<file path="config.mk">
export PLATFORM = sky130hd
export DESIGN_NAME = serdes_link_test_ctrl_flat
export DESIGN_NICKNAME = d
export VERILOG_FILES = /design/src/rtl/serdes_link_test_ctrl_pkg.sv /design/src/rtl/serdes_link_test_ctrl_if.sv /design/src/rtl/serdes_link_test_ctrl_prbs7_checker.sv /design/src/rtl/serdes_link_test_ctrl.sv /design/src/flat_wrapper.sv
export SDC_FILE = /design/constraint.sdc
export NUM_CORES = 1
export LEC_CHECK = 0
export ABC_AREA = 1
export CAP_MARGIN = 25
export CELL_PAD_IN_SITES_DETAIL_PLACEMENT = 1
export CELL_PAD_IN_SITES_GLOBAL_PLACEMENT = 1
export CORE_MARGIN = 2
export CORE_UTILIZATION = 43
export DETAILED_ROUTE_END_ITERATION = 8
export PLACE_DENSITY_LB_ADDON = 0.1
export REMOVE_ABC_BUFFERS = 1
export SETUP_SLACK_MARGIN = 0.05
export SYNTH_ARGS = -nofsm -noshare
export SYNTH_HDL_FRONTEND = slang
export SYNTH_SLANG_ARGS = --single-unit
</file>
<file path="constraint.sdc">
create_clock -name clk -period 3.5 [get_ports clk]
set_input_delay 0.875 -clock clk [delete_from_list [all_inputs] [get_ports clk]]
set_output_delay 0.875 -clock clk [all_outputs]
set_load 0.01 [all_outputs]
</file>
<file path="src/rtl/serdes_link_test_ctrl_pkg.sv">
// Shared types and constants for the SerDes link-test sequencer and its PRBS7 checker.
package serdes_test_pkg;

    typedef enum logic [2:0] {
        ST_IDLE    = 3'd0,
        ST_FLUSH   = 3'd1,
        ST_TRAIN   = 3'd2,
        ST_LOCK    = 3'd3,
        ST_MEASURE = 3'd4,
        ST_DONE    = 3'd5
    } state_e;

    typedef enum logic {
        CHK_SEED = 1'b0,
        CHK_FREE = 1'b1
    } chk_mode_e;

    localparam int PRBS_W     = 7;
    localparam int PRBS_TAP_A = 6;
    localparam int PRBS_TAP_B = 5;

    localparam int CNT_W_DEF        = 32;
    localparam int FLUSH_CYCLES_DEF = 64;
    localparam int TRAIN_BITS_DEF   = 4096;
    localparam int LOCK_RUN_DEF     = 32;
    localparam int LOCK_TIMEOUT_DEF = 1024;
    localparam int MEAS_BITS_DEF    = 1048576;

    // Next PRBS7 bit (x^7 + x^6 + 1) from a state whose bit 0 is the newest bit.
    function automatic logic prbs7_predict(input logic [PRBS_W-1:0] s);
        return s[PRBS_TAP_A] ^ s[PRBS_TAP_B];
    endfunction

endpackage

</file>
<file path="src/rtl/serdes_link_test_ctrl_if.sv">
// Control/status bundle between the link-test sequencer and its host / RX chain.
interface serdes_link_test_ctrl_if #(
    parameter int CNT_W = 32
);
    logic             start;
    logic             abort;
    logic             rx_bit;
    logic             rx_bit_valid;
    logic             prbs_en;
    logic             dfe_train_en;
    logic             busy;
    logic             done;
    logic             lock_fail;
    logic [2:0]       state_o;
    logic [CNT_W-1:0] bit_count;
    logic [CNT_W-1:0] err_count;

    modport master (
        output start, abort, rx_bit, rx_bit_valid,
        input  prbs_en, dfe_train_en, busy, done, lock_fail, state_o, bit_count, err_count
    );

    modport slave (
        input  start, abort, rx_bit, rx_bit_valid,
        output prbs_en, dfe_train_en, busy, done, lock_fail, state_o, bit_count, err_count
    );
endinterface

</file>
<file path="src/rtl/serdes_link_test_ctrl_prbs7_checker.sv">
// PRBS7 checker: seed mode learns the stream and tracks a correct-prediction run,
// free-run mode predicts from its own state and flags each mismatching bit.
module prbs7_checker
    import serdes_test_pkg::*;
#(
    parameter int LOCK_RUN = LOCK_RUN_DEF
) (
    input  logic      clk,
    input  logic      rst,
    input  logic      clear_i,
    input  chk_mode_e mode_i,
    input  logic      bit_i,
    input  logic      valid_i,
    output logic      err_o,
    output logic      run_ge_lock_o,
    output logic      seed_nonzero_o
);
    localparam int               RUN_W   = $clog2(LOCK_RUN + 1);
    localparam logic [RUN_W-1:0] RUN_TGT = RUN_W'(LOCK_RUN);

    logic [PRBS_W-1:0] seed_q, seed_d;
    logic [RUN_W-1:0]  run_q, run_d;
    logic              pred_s;
    logic              seed_nz_s;

    assign pred_s         = prbs7_predict(seed_q);
    assign seed_nz_s      = (seed_q != '0);
    assign seed_nonzero_o = seed_nz_s;

    // Next seed/run; err and run_ge_lock describe the bit presented this cycle.
    always_comb begin
        seed_d        = seed_q;
        run_d         = run_q;
        err_o         = 1'b0;
        run_ge_lock_o = 1'b0;
        if (!valid_i) begin
            seed_d = seed_q;
        end else if (mode_i == CHK_FREE) begin
            // Shifting our own prediction keeps one channel error from echoing via the taps.
            seed_d = {seed_q[PRBS_W-2:0], pred_s};
            err_o  = (bit_i != pred_s);
        end else begin
            seed_d = {seed_q[PRBS_W-2:0], bit_i};
            if (seed_nz_s && (bit_i == pred_s)) begin
                run_d = (run_q >= RUN_TGT) ? run_q : run_q + RUN_W'(1);
            end else begin
                run_d = '0;
            end
            run_ge_lock_o = (run_d >= RUN_TGT);
        end
    end

    // Checker state register.
    always_ff @(posedge clk) begin
        if (rst || clear_i) begin
            seed_q <= '0;
            run_q  <= '0;
        end else begin
            seed_q <= seed_d;
            run_q  <= run_d;
        end
    end

endmodule

</file>
<file path="src/rtl/serdes_link_test_ctrl.sv">
// Link-test sequencer: PRBS enable, pipeline flush, DFE training, PRBS7 lock and
// windowed bit-error counting for one SerDes test run.
module serdes_link_test_ctrl
    import serdes_test_pkg::*;
#(
    parameter int CNT_W        = CNT_W_DEF,
    parameter int FLUSH_CYCLES = FLUSH_CYCLES_DEF,
    parameter int TRAIN_BITS   = TRAIN_BITS_DEF,
    parameter int LOCK_RUN     = LOCK_RUN_DEF,
    parameter int LOCK_TIMEOUT = LOCK_TIMEOUT_DEF,
    parameter int MEAS_BITS    = MEAS_BITS_DEF
) (
    input  logic                    clk,
    input  logic                    rst,
    serdes_link_test_ctrl_if.slave  link
);
    localparam logic [31:0]      FLUSH_LAST = 32'(FLUSH_CYCLES - 1);
    localparam logic [31:0]      TRAIN_LAST = 32'(TRAIN_BITS - 1);
    localparam logic [31:0]      TMO_LAST   = 32'(LOCK_TIMEOUT - 1);
    localparam logic [CNT_W-1:0] MEAS_LAST  = CNT_W'(MEAS_BITS - 1);
    localparam logic [CNT_W-1:0] CNT_MAX    = {CNT_W{1'b1}};

    state_e           state_q;
    logic [31:0]      phase_q;
    logic [CNT_W-1:0] bit_count_q;
    logic [CNT_W-1:0] err_count_q;
    logic             prbs_en_q;
    logic             dfe_train_en_q;
    logic             busy_q;
    logic             done_q;
    logic             lock_fail_q;

    logic             start_ok_s;
    logic             chk_valid_s;
    chk_mode_e        chk_mode_s;
    logic             chk_err_s;
    logic             chk_lock_s;
    logic             chk_seed_nz_s;
    logic             lock_hit_s;

    assign start_ok_s  = link.start && !link.abort && ((state_q == ST_IDLE) || (state_q == ST_DONE));
    assign chk_valid_s = link.rx_bit_valid && ((state_q == ST_LOCK) || (state_q == ST_MEASURE));
    assign chk_mode_s  = (state_q == ST_MEASURE) ? CHK_FREE : CHK_SEED;
    assign lock_hit_s  = chk_lock_s && chk_seed_nz_s;

    prbs7_checker #(
        .LOCK_RUN (LOCK_RUN)
    ) u_checker (
        .clk            (clk),
        .rst            (rst),
        .clear_i        (start_ok_s),
        .mode_i         (chk_mode_s),
        .bit_i          (link.rx_bit),
        .valid_i        (chk_valid_s),
        .err_o          (chk_err_s),
        .run_ge_lock_o  (chk_lock_s),
        .seed_nonzero_o (chk_seed_nz_s)
    );

    // Run sequencer with phase counter, result counters and registered status outputs.
    always_ff @(posedge clk) begin
        if (rst) begin
            state_q        <= ST_IDLE;
            phase_q        <= '0;
            bit_count_q    <= '0;
            err_count_q    <= '0;
            prbs_en_q      <= 1'b0;
            dfe_train_en_q <= 1'b0;
            busy_q         <= 1'b0;
            done_q         <= 1'b0;
            lock_fail_q    <= 1'b0;
        end else if (link.abort) begin
            // Counters and lock_fail deliberately keep the last run's values.
            state_q        <= ST_IDLE;
            phase_q        <= '0;
            prbs_en_q      <= 1'b0;
            dfe_train_en_q <= 1'b0;
            busy_q         <= 1'b0;
            done_q         <= 1'b0;
        end else begin
            case (state_q)
                ST_IDLE, ST_DONE: begin
                    if (link.start) begin
                        state_q     <= ST_FLUSH;
                        phase_q     <= '0;
                        bit_count_q <= '0;
                        err_count_q <= '0;
                        lock_fail_q <= 1'b0;
                        prbs_en_q   <= 1'b1;
                        busy_q      <= 1'b1;
                        done_q      <= 1'b0;
                    end
                end
                ST_FLUSH: begin
                    if (phase_q == FLUSH_LAST) begin
                        state_q        <= ST_TRAIN;
                        phase_q        <= '0;
                        dfe_train_en_q <= 1'b1;
                    end else begin
                        phase_q <= phase_q + 32'd1;
                    end
                end
                ST_TRAIN: begin
                    if (link.rx_bit_valid) begin
                        if (phase_q == TRAIN_LAST) begin
                            state_q        <= ST_LOCK;
                            phase_q        <= '0;
                            dfe_train_en_q <= 1'b0;
                        end else begin
                            phase_q <= phase_q + 32'd1;
                        end
                    end
                end
                ST_LOCK: begin
                    if (link.rx_bit_valid) begin
                        if (lock_hit_s) begin
                            state_q <= ST_MEASURE;
                            phase_q <= '0;
                        end else if (phase_q == TMO_LAST) begin
                            state_q     <= ST_DONE;
                            lock_fail_q <= 1'b1;
                            prbs_en_q   <= 1'b0;
                            busy_q      <= 1'b0;
                            done_q      <= 1'b1;
                        end else begin
                            phase_q <= phase_q + 32'd1;
                        end
                    end
                end
                ST_MEASURE: begin
                    if (link.rx_bit_valid) begin
                        bit_count_q <= bit_count_q + CNT_W'(1);
                        if (chk_err_s && (err_count_q != CNT_MAX)) begin
                            err_count_q <= err_count_q + CNT_W'(1);
                        end
                        if (bit_count_q == MEAS_LAST) begin
                            state_q   <= ST_DONE;
                            prbs_en_q <= 1'b0;
                            busy_q    <= 1'b0;
                            done_q    <= 1'b1;
                        end
                    end
                end
                default: begin
                    state_q        <= ST_IDLE;
                    phase_q        <= '0;
                    prbs_en_q      <= 1'b0;
                    dfe_train_en_q <= 1'b0;
                    busy_q         <= 1'b0;
                    done_q         <= 1'b0;
                end
            endcase
        end
    end

    assign link.prbs_en      = prbs_en_q;
    assign link.dfe_train_en = dfe_train_en_q;
    assign link.busy         = busy_q;
    assign link.done         = done_q;
    assign link.lock_fail    = lock_fail_q;
    assign link.state_o      = state_q;
    assign link.bit_count    = bit_count_q;
    assign link.err_count    = err_count_q;

endmodule

</file>
<file path="src/flat_wrapper.sv">
// flat-port wrapper written by rule: the top's interface ports become plain ports
module serdes_link_test_ctrl_flat import serdes_test_pkg::*;
#(
    parameter int CNT_W        = CNT_W_DEF,
    parameter int FLUSH_CYCLES = FLUSH_CYCLES_DEF,
    parameter int TRAIN_BITS   = TRAIN_BITS_DEF,
    parameter int LOCK_RUN     = LOCK_RUN_DEF,
    parameter int LOCK_TIMEOUT = LOCK_TIMEOUT_DEF,
    parameter int MEAS_BITS    = MEAS_BITS_DEF
)
  (clk, rst, link_start, link_abort, link_rx_bit, link_rx_bit_valid, link_prbs_en, link_dfe_train_en, link_busy, link_done, link_lock_fail, link_state_o, link_bit_count, link_err_count);
  serdes_link_test_ctrl_if #(.CNT_W(CNT_W)) link_i ();
  input  logic clk;
  input  logic rst;
  input wire logic [$bits(link_i.start)-1:0] link_start;
  input wire logic [$bits(link_i.abort)-1:0] link_abort;
  input wire logic [$bits(link_i.rx_bit)-1:0] link_rx_bit;
  input wire logic [$bits(link_i.rx_bit_valid)-1:0] link_rx_bit_valid;
  output wire logic [$bits(link_i.prbs_en)-1:0] link_prbs_en;
  output wire logic [$bits(link_i.dfe_train_en)-1:0] link_dfe_train_en;
  output wire logic [$bits(link_i.busy)-1:0] link_busy;
  output wire logic [$bits(link_i.done)-1:0] link_done;
  output wire logic [$bits(link_i.lock_fail)-1:0] link_lock_fail;
  output wire logic [$bits(link_i.state_o)-1:0] link_state_o;
  output wire logic [$bits(link_i.bit_count)-1:0] link_bit_count;
  output wire logic [$bits(link_i.err_count)-1:0] link_err_count;
  assign link_i.start = link_start;
  assign link_i.abort = link_abort;
  assign link_i.rx_bit = link_rx_bit;
  assign link_i.rx_bit_valid = link_rx_bit_valid;
  assign link_prbs_en = link_i.prbs_en;
  assign link_dfe_train_en = link_i.dfe_train_en;
  assign link_busy = link_i.busy;
  assign link_done = link_i.done;
  assign link_lock_fail = link_i.lock_fail;
  assign link_state_o = link_i.state_o;
  assign link_bit_count = link_i.bit_count;
  assign link_err_count = link_i.err_count;
  serdes_link_test_ctrl #(.CNT_W(CNT_W), .FLUSH_CYCLES(FLUSH_CYCLES), .TRAIN_BITS(TRAIN_BITS), .LOCK_RUN(LOCK_RUN), .LOCK_TIMEOUT(LOCK_TIMEOUT), .MEAS_BITS(MEAS_BITS)) u_core (.clk(clk), .rst(rst), .link(link_i));
endmodule
</file>
* After elaboration in Yosys (flattened, before gate mapping) *
Cells that the tools add are included.

word-level totals
  logic and storage cells = 124
  bits in registers = 116
  output and inout bits = 72
  input bits = 6

cells by class
  reduce and logical (&&, ||, !) cells = 26
  muxes and demuxes = 52
  equal/unequal tests = 24
  bitwise operators = 6
  $add $sub $neg = 4
  $lt $le $gt $ge = 2

operators with widths
  kind                                                                      count
  32-bit 2-to-1 mux                                                         10
  32-bit one-hot mux with 5 select lines                                    1
  32-bit one-hot mux with 2 select lines                                    2
  32-bit by 1-bit adder with 32-bit output (second input constant)          3
  32-bit by 10-bit equality test with 1-bit output (second input constant)  1
  32-bit by 12-bit equality test with 1-bit output (second input constant)  1
  32-bit by 20-bit equality test with 1-bit output (second input constant)  1
  32-bit by 6-bit equality test with 1-bit output (second input constant)   1
  32-bit inequality test (second input constant)                            1
  3-bit 2-to-1 mux                                                          9
  6-bit 2-to-1 mux                                                          4
  1-bit 2-to-1 mux                                                          21
  2-bit inequality test (second input constant)                             8
  3-bit one-hot mux with 5 select lines                                     1
  6-bit greater-or-equal comparator (second input constant)                 2
  5-bit AND reduction                                                       2
  1-bit one-hot mux with 4 select lines                                     2
  4-bit AND reduction                                                       2
  8-bit AND reduction                                                       1
  7-bit AND reduction                                                       1
  7-bit nonzero test                                                        1
  6-bit by 1-bit adder with 6-bit output (second input constant)            1
  3-bit by 2-bit equality test with 1-bit output (second input constant)    2
  3-bit equality test (second input constant)                               2
  other kinds (18)                                                          34

* Longest topological paths before layout *
  depth in word-level cells = 13
  gate-level depth with buffers = 13

* Cells and area by module *
A second synthesis with hierarchy kept.

unflattened totals
  cells, all modules = 1295
  area, all modules = 7671.1 um^2

by module, submodules not included
  module                 area each (um^2)  seq. area each (um^2)  times used  cells an instance
  serdes_link_test_ctrl  6966.7            2062.0                 1           1199
  prbs7_checker          704.4             260.2                  1           96

* Worst setup path after synthesis *
No wires, ideal clock.

  path kind = input-to-reg
  from = input link_rx_bit
  to = register u_core.phase_q[1]
  setup time = 0.112 ns
  stages = 9
  arrival time = 1.868 ns
  required time = 3.388 ns
  path slack = 1.520 ns
  cell sequence = nand3b_1 nand2_1 nor2_1 nand2_2 nand3_4 nand2_4 o21ai_4 buf_6 nor2_2

on the way
  longest elaborated chain between the ends = 12

ends and longest elaborated chain
  element                                 line                                       RTL
  start: declaration                      flat_wrapper.sv:17                         input wire logic [$bits(link_i.rx_bit)-1:0] link_rx_bit;
  1-bit equality test *                   serdes_link_test_ctrl_prbs7_checker.sv:44  if (seed_nz_s && (bit_i == pred_s)) begin
  1-bit logical AND *                     serdes_link_test_ctrl_prbs7_checker.sv:44
  6-bit 2-to-1 mux *                      serdes_link_test_ctrl_prbs7_checker.sv:44
  6-bit 2-to-1 mux *                      serdes_link_test_ctrl_prbs7_checker.sv:38  end else if (mode_i == CHK_FREE) begin
  6-bit 2-to-1 mux *                      serdes_link_test_ctrl_prbs7_checker.sv:36  if (!valid_i) begin
  6-bit greater-or-equal comparator *     serdes_link_test_ctrl_prbs7_checker.sv:49  run_ge_lock_o = (run_d >= RUN_TGT);
  1-bit 2-to-1 mux *                      serdes_link_test_ctrl_prbs7_checker.sv:38
  1-bit 2-to-1 mux *                      serdes_link_test_ctrl_prbs7_checker.sv:36
  1-bit logical AND *                     serdes_link_test_ctrl.sv:44                assign lock_hit_s = chk_lock_s && chk_seed_nz_s;
  32-bit 2-to-1 mux                       serdes_link_test_ctrl.sv:116               if (lock_hit_s) begin
  32-bit 2-to-1 mux                       serdes_link_test_ctrl.sv:115               if (link.rx_bit_valid) begin
  32-bit one-hot mux with 5 select lines  serdes_link_test_ctrl.sv:81                case (state_q)
  end signal: assignment                  serdes_link_test_ctrl.sv:100               phase_q <= phase_q + 32'd1;
  end signal: assignment                  serdes_link_test_ctrl.sv:110               phase_q <= phase_q + 32'd1;
  end signal: assignment                  serdes_link_test_ctrl.sv:126               phase_q <= phase_q + 32'd1;
  end: declaration                        serdes_link_test_ctrl.sv:24                logic [31:0] phase_q;

Every way passes the cells marked *; elsewhere a longest branch is shown, timed or not. The select of a mux whose other input is x is not followed.
A chain may end at the register's enable or synchronous reset.

* Worst setup path after layout *
  from = input link_rx_bit_valid
  to = register u_core.err_count_q[17] (netlist: u_core.link.err_count[17])

on the way
  longest elaborated chain between the ends = 5

ends and longest elaborated chain
  element                                 line                                       RTL
  start: declaration                      flat_wrapper.sv:18                         input wire logic [$bits(link_i.rx_bit_valid)-1:0] link_rx_bit_valid;
  1-bit logical AND                       serdes_link_test_ctrl.sv:42                assign chk_valid_s = link.rx_bit_valid && ((state_q == ST_LOCK) || (state_q == ST_MEASURE));
  1-bit 2-to-1 mux                        serdes_link_test_ctrl_prbs7_checker.sv:36
  1-bit logical AND                       serdes_link_test_ctrl.sv:133               if (chk_err_s && (err_count_q != CNT_MAX)) begin
  2-bit inequality test (no source line)  n/a
  5-bit AND reduction (no source line) *  n/a
  end signal: assignment                  serdes_link_test_ctrl.sv:134               err_count_q <= err_count_q + CNT_W'(1);
  end: declaration                        serdes_link_test_ctrl.sv:26                logic [CNT_W-1:0] err_count_q;

Every way passes the cells marked *; elsewhere a longest branch is shown, timed or not.

==> flow_metrics.env <==
export IMPL_run_status="completed"
export IMPL_timing_clock_skew_ns=0.00747
export IMPL_final_cells=1585
export IMPL_setup_worst_path_start_class="input port"
export IMPL_final_core_utilization=0.527
export IMPL_hold_path_depth=2
export IMPL_num_vias=8408
export IMPL_post_route_cell_area_sq_um=9120
export IMPL_worstReg2RegEnd="u_core.link.err_count[17]"
export IMPL_dieHeight_um=137
export IMPL_cp_max_fo=30
export IMPL_initial_core_util=0.440
export IMPL_synth_enable_flop_cells=0
export IMPL_design_core_area_sq_um=17300
export IMPL_post_cts_resized=0
export IMPL_crit_arrival_ns=3.02
export IMPL_path_class="input port to flip-flop"
export IMPL_endpoint_type_of_the_worst_setup_path="flip-flop"
export IMPL_die_area_sq_um=18800
export IMPL_post_dp_hpwl_um=17300
export IMPL_io_buffers=77
export IMPL_grt_setup_unrepaired="no"
export IMPL_power_ir_vdd_worst_v=0.000383
export IMPL_cts_buffers=17
export IMPL_synthesis_instances=1283
export IMPL_fp_dieW_um=137
export IMPL_maxCapViolations=0
export IMPL_number_of_placed_instances_with_taps_included=1553
export IMPL_final_layout_fill_cell_count=2417
export IMPL_antenna_diode_instance_count=0
export IMPL_placement_cell_area_sq_um=8500
export IMPL_clkSlewWorstSetupHoldPaths_ns=0.06
export IMPL_yosysUniqueCellTypes=40
export IMPL_globalRoute_totalOverflow=0
export IMPL_gr_usage_all_layers=0.268
export IMPL_vias_per_cell=5.30
export IMPL_cts_post_setup_buffers_inserted=0
export IMPL_setup_slack_on_the_worst_flop_to_flop_path_ns=0.89
export IMPL_yosysWarnings=0
export IMPL_netlist_area_pre_place_sq_um=7610
export IMPL_wire_length_of_the_first_global_routing_pass_um=40200
export IMPL_synth_seq_cells=116
export IMPL_p_per_area_nw_per_um2=450
export IMPL_finalHoldViolations=0
export IMPL_fin_worst_hold_slack_ns=0.475
export IMPL_syn2layout_area_growth_pct=19.8
export IMPL_setup_viol=0
export IMPL_reg2reg_start="u_core.link.err_count[0]"
export IMPL_maxClockFrequency_mhz=374
export IMPL_antenna_found_initial=0
export IMPL_vias_in_the_first_global_route=8316
export IMPL_cts_hold_buffers=0
export IMPL_leakage_power_figure_nw=3.30
export IMPL_finalWorstPathRequiredPeriod_ns=2.68
export IMPL_drt_pre_antenna_iters=5
export IMPL_tritoncts_num_sinks=116
export IMPL_min_period_over_period=0.765
export IMPL_gp_congestion=0.864
export IMPL_slew_of_the_pin_with_the_lowest_slew_margin_ns=0.718
export IMPL_drt_total_wl_um=24400
export IMPL_timing_reg2reg_worst_path_depth=10
export IMPL_timing_max_slew_rel_slack=0.516
export IMPL_clock_root_buffer="sky130_fd_sc_hd__clkbuf_16"
export IMPL_synth_sequential_area_ratio=0.305
export IMPL_cts_tree="done"
export IMPL_ioPinCount=78
export IMPL_critPathRequiredTime_ns=3.84
export IMPL_detail_route_wl_per_cell_um=15.4
export IMPL_htree_num_levels=4
export IMPL_holdCritStartpoint="u_core.u_checker.seed_q[4]"
export IMPL_std_cell_rows=48
export IMPL_ctsLongestPathBuffers=2
export IMPL_ant_nets=0
export IMPL_synth_ff_type="sky130_fd_sc_hd__dfxtp_1"
export IMPL_route_detailed_drc=0
export IMPL_synth_area_per_cell_sq_um=5.94
export IMPL_clock_latency_ns=0.43
export IMPL_worstHoldEndpoint="u_core.u_checker.seed_q[4]"
export IMPL_tns_ns=0
export IMPL_maxSlewViolCount=0
export IMPL_layout_nets=1358
export IMPL_grt_max_degree=63
export IMPL_drt_iter0_drc=471
export IMPL_hold_path_class="flip-flop to flip-flop"
export IMPL_synthArstFlopShare=0
export IMPL_drive_above_1_share=0.0625
## how the worst max path moves through the flow
| stage | start | to | slack [ns] | cells after the start |
|---|---|---|---|---|
| 6_report | link_rx_bit_valid | u_core.link.err_count[17] | 0.82 | 9 |
| 5_1_grt | link_rx_bit_valid | u_core.link.err_count[17] | 0.60 | 9 |
| 4_1_cts | link_rx_bit_valid | u_core.link.err_count[17] | 0.79 | 9 |
| 3_5_place_dp | link_rx_bit_valid | u_core.link.err_count[22] | 0.44 | 9 |
| 3_3_place_gp | link_rx_bit | u_core.phase_q[2] | 0.59 | 10 |
| 2_1_floorplan | u_core.link.state_o[0] | u_core.phase_q[0] | 0.57 | 9 |
## through the flow
step | setup WS, ns | total power, mW
2_1_floorplan | 0.571 | 1.92
4_1_cts | 0.792 | 4.14
6_report | 0.824 | 4.11
3_5_place_dp | 0.436 | 2.23
5_1_grt | 0.597 | 4.28
3_3_place_gp | 0.593 | 2.21
## layout by cell type, fill, tap and decap left out, types with 5 or more instances in the layout
master                            netlist  layout
sky130_fd_sc_hd__nand2_1              378     378
sky130_fd_sc_hd__inv_2                  8       8
sky130_fd_sc_hd__nor3b_1                5       5
sky130_fd_sc_hd__xor2_1                12      12
sky130_fd_sc_hd__nor2_2                12      12
sky130_fd_sc_hd__nand2_2                7       7
sky130_fd_sc_hd__clkinv_2               0       5
sky130_fd_sc_hd__nor2_1               212     212
sky130_fd_sc_hd__dfxtp_1              116     116
sky130_fd_sc_hd__clkbuf_16              0      17
sky130_fd_sc_hd__xnor2_1                7       7
sky130_fd_sc_hd__inv_1                147     147
sky130_fd_sc_hd__o21ai_0               23      23
sky130_fd_sc_hd__clkdlybuf4s50_1        0      76
sky130_fd_sc_hd__buf_4                  8      10
sky130_fd_sc_hd__nor3_1                40      40
sky130_fd_sc_hd__ha_1                   5       5
sky130_fd_sc_hd__a21oi_1               68      68
sky130_fd_sc_hd__nand3_1              118     118
sky130_fd_sc_hd__nand4_1               52      52
## registers in the layout, summed over array words and instances (netlist names)
name	count
u_core.link.err_count	32
u_core.link.bit_count	32
u_core.link.prbs_en	1
u_core.link.state_o	3
u_core.u_checker.seed_q	7
u_core.link.lock_fail	1
u_core.link.done	1
u_core.u_checker.run_q	6
u_core.phase_q	32
u_core.link.dfe_train_en	1
## logic make-up after synthesis
family,synth area share
xor+xnor,0.0219
fa+ha+maj,0.00822
simple gates,0.488
flops,0.305
buf+inv,0.108
compound gates,0.0693
## area by class of cell
cell class	count	area [sq um]	share of cell area
inverters	155	582	0.0638
well taps	225	282	0.0309
flip-flops and latches	116	2320	0.255
repair buffers	87	841	0.0922
clock buffers	22	474	0.0520
multi-input cells	970	4470	0.490
clock inverters	10	153	0.0167
## report_power, final
part / internal [mW] / switching [mW]
clock network: 1.24 / 0.660
registers: 1.35 / 0.0333
logic: 0.194 / 0.627
total: 2.79 / 1.32
## per-layer routing
metal / vias to the layer above / routed length [um] / GRT usage
met2: 144 / 11800 / 0.468
met5: - / 0 / 0
met1: 4015 / 11500 / 0.339
met4: 0 / 325 / 0.0670
met3: 27 / 807 / 0.0493
li1: 4222 / - / -
## synth_stat cells, types with 7 or more instances
cell type                  number  area (sq um)
sky130_fd_sc_hd__a21oi_1       68           340
sky130_fd_sc_hd__buf_2         13          65.1
sky130_fd_sc_hd__buf_4          8          60.1
sky130_fd_sc_hd__clkbuf_1      14          52.6
sky130_fd_sc_hd__dfxtp_1      116          2320
sky130_fd_sc_hd__inv_1        147           552
sky130_fd_sc_hd__inv_2          8          30.0
sky130_fd_sc_hd__nand2_1      378          1420
sky130_fd_sc_hd__nand2_2        7          43.8
sky130_fd_sc_hd__nand3_1      118           591
sky130_fd_sc_hd__nand4_1       52           325
sky130_fd_sc_hd__nor2_1       212           796
sky130_fd_sc_hd__nor2_2        12          75.1
sky130_fd_sc_hd__nor3_1        40           200
sky130_fd_sc_hd__o21ai_0       23           115
sky130_fd_sc_hd__xnor2_1        7          61.3
sky130_fd_sc_hd__xor2_1        12           105
## critical path, stage by stage
cell	delay [ns]
sky130_fd_sc_hd__clkdlybuf4s50_1	0.51
sky130_fd_sc_hd__inv_1	0.13
sky130_fd_sc_hd__nand2_2	0.12
sky130_fd_sc_hd__nand3_2	0.24
sky130_fd_sc_hd__nor2_2	0.25
sky130_fd_sc_hd__nand2_4	0.07
sky130_fd_sc_hd__nand2_2	0.47
sky130_fd_sc_hd__nand2_1	0.16
sky130_fd_sc_hd__a21oi_1	0.18
(Power assumes the default switching activity.)
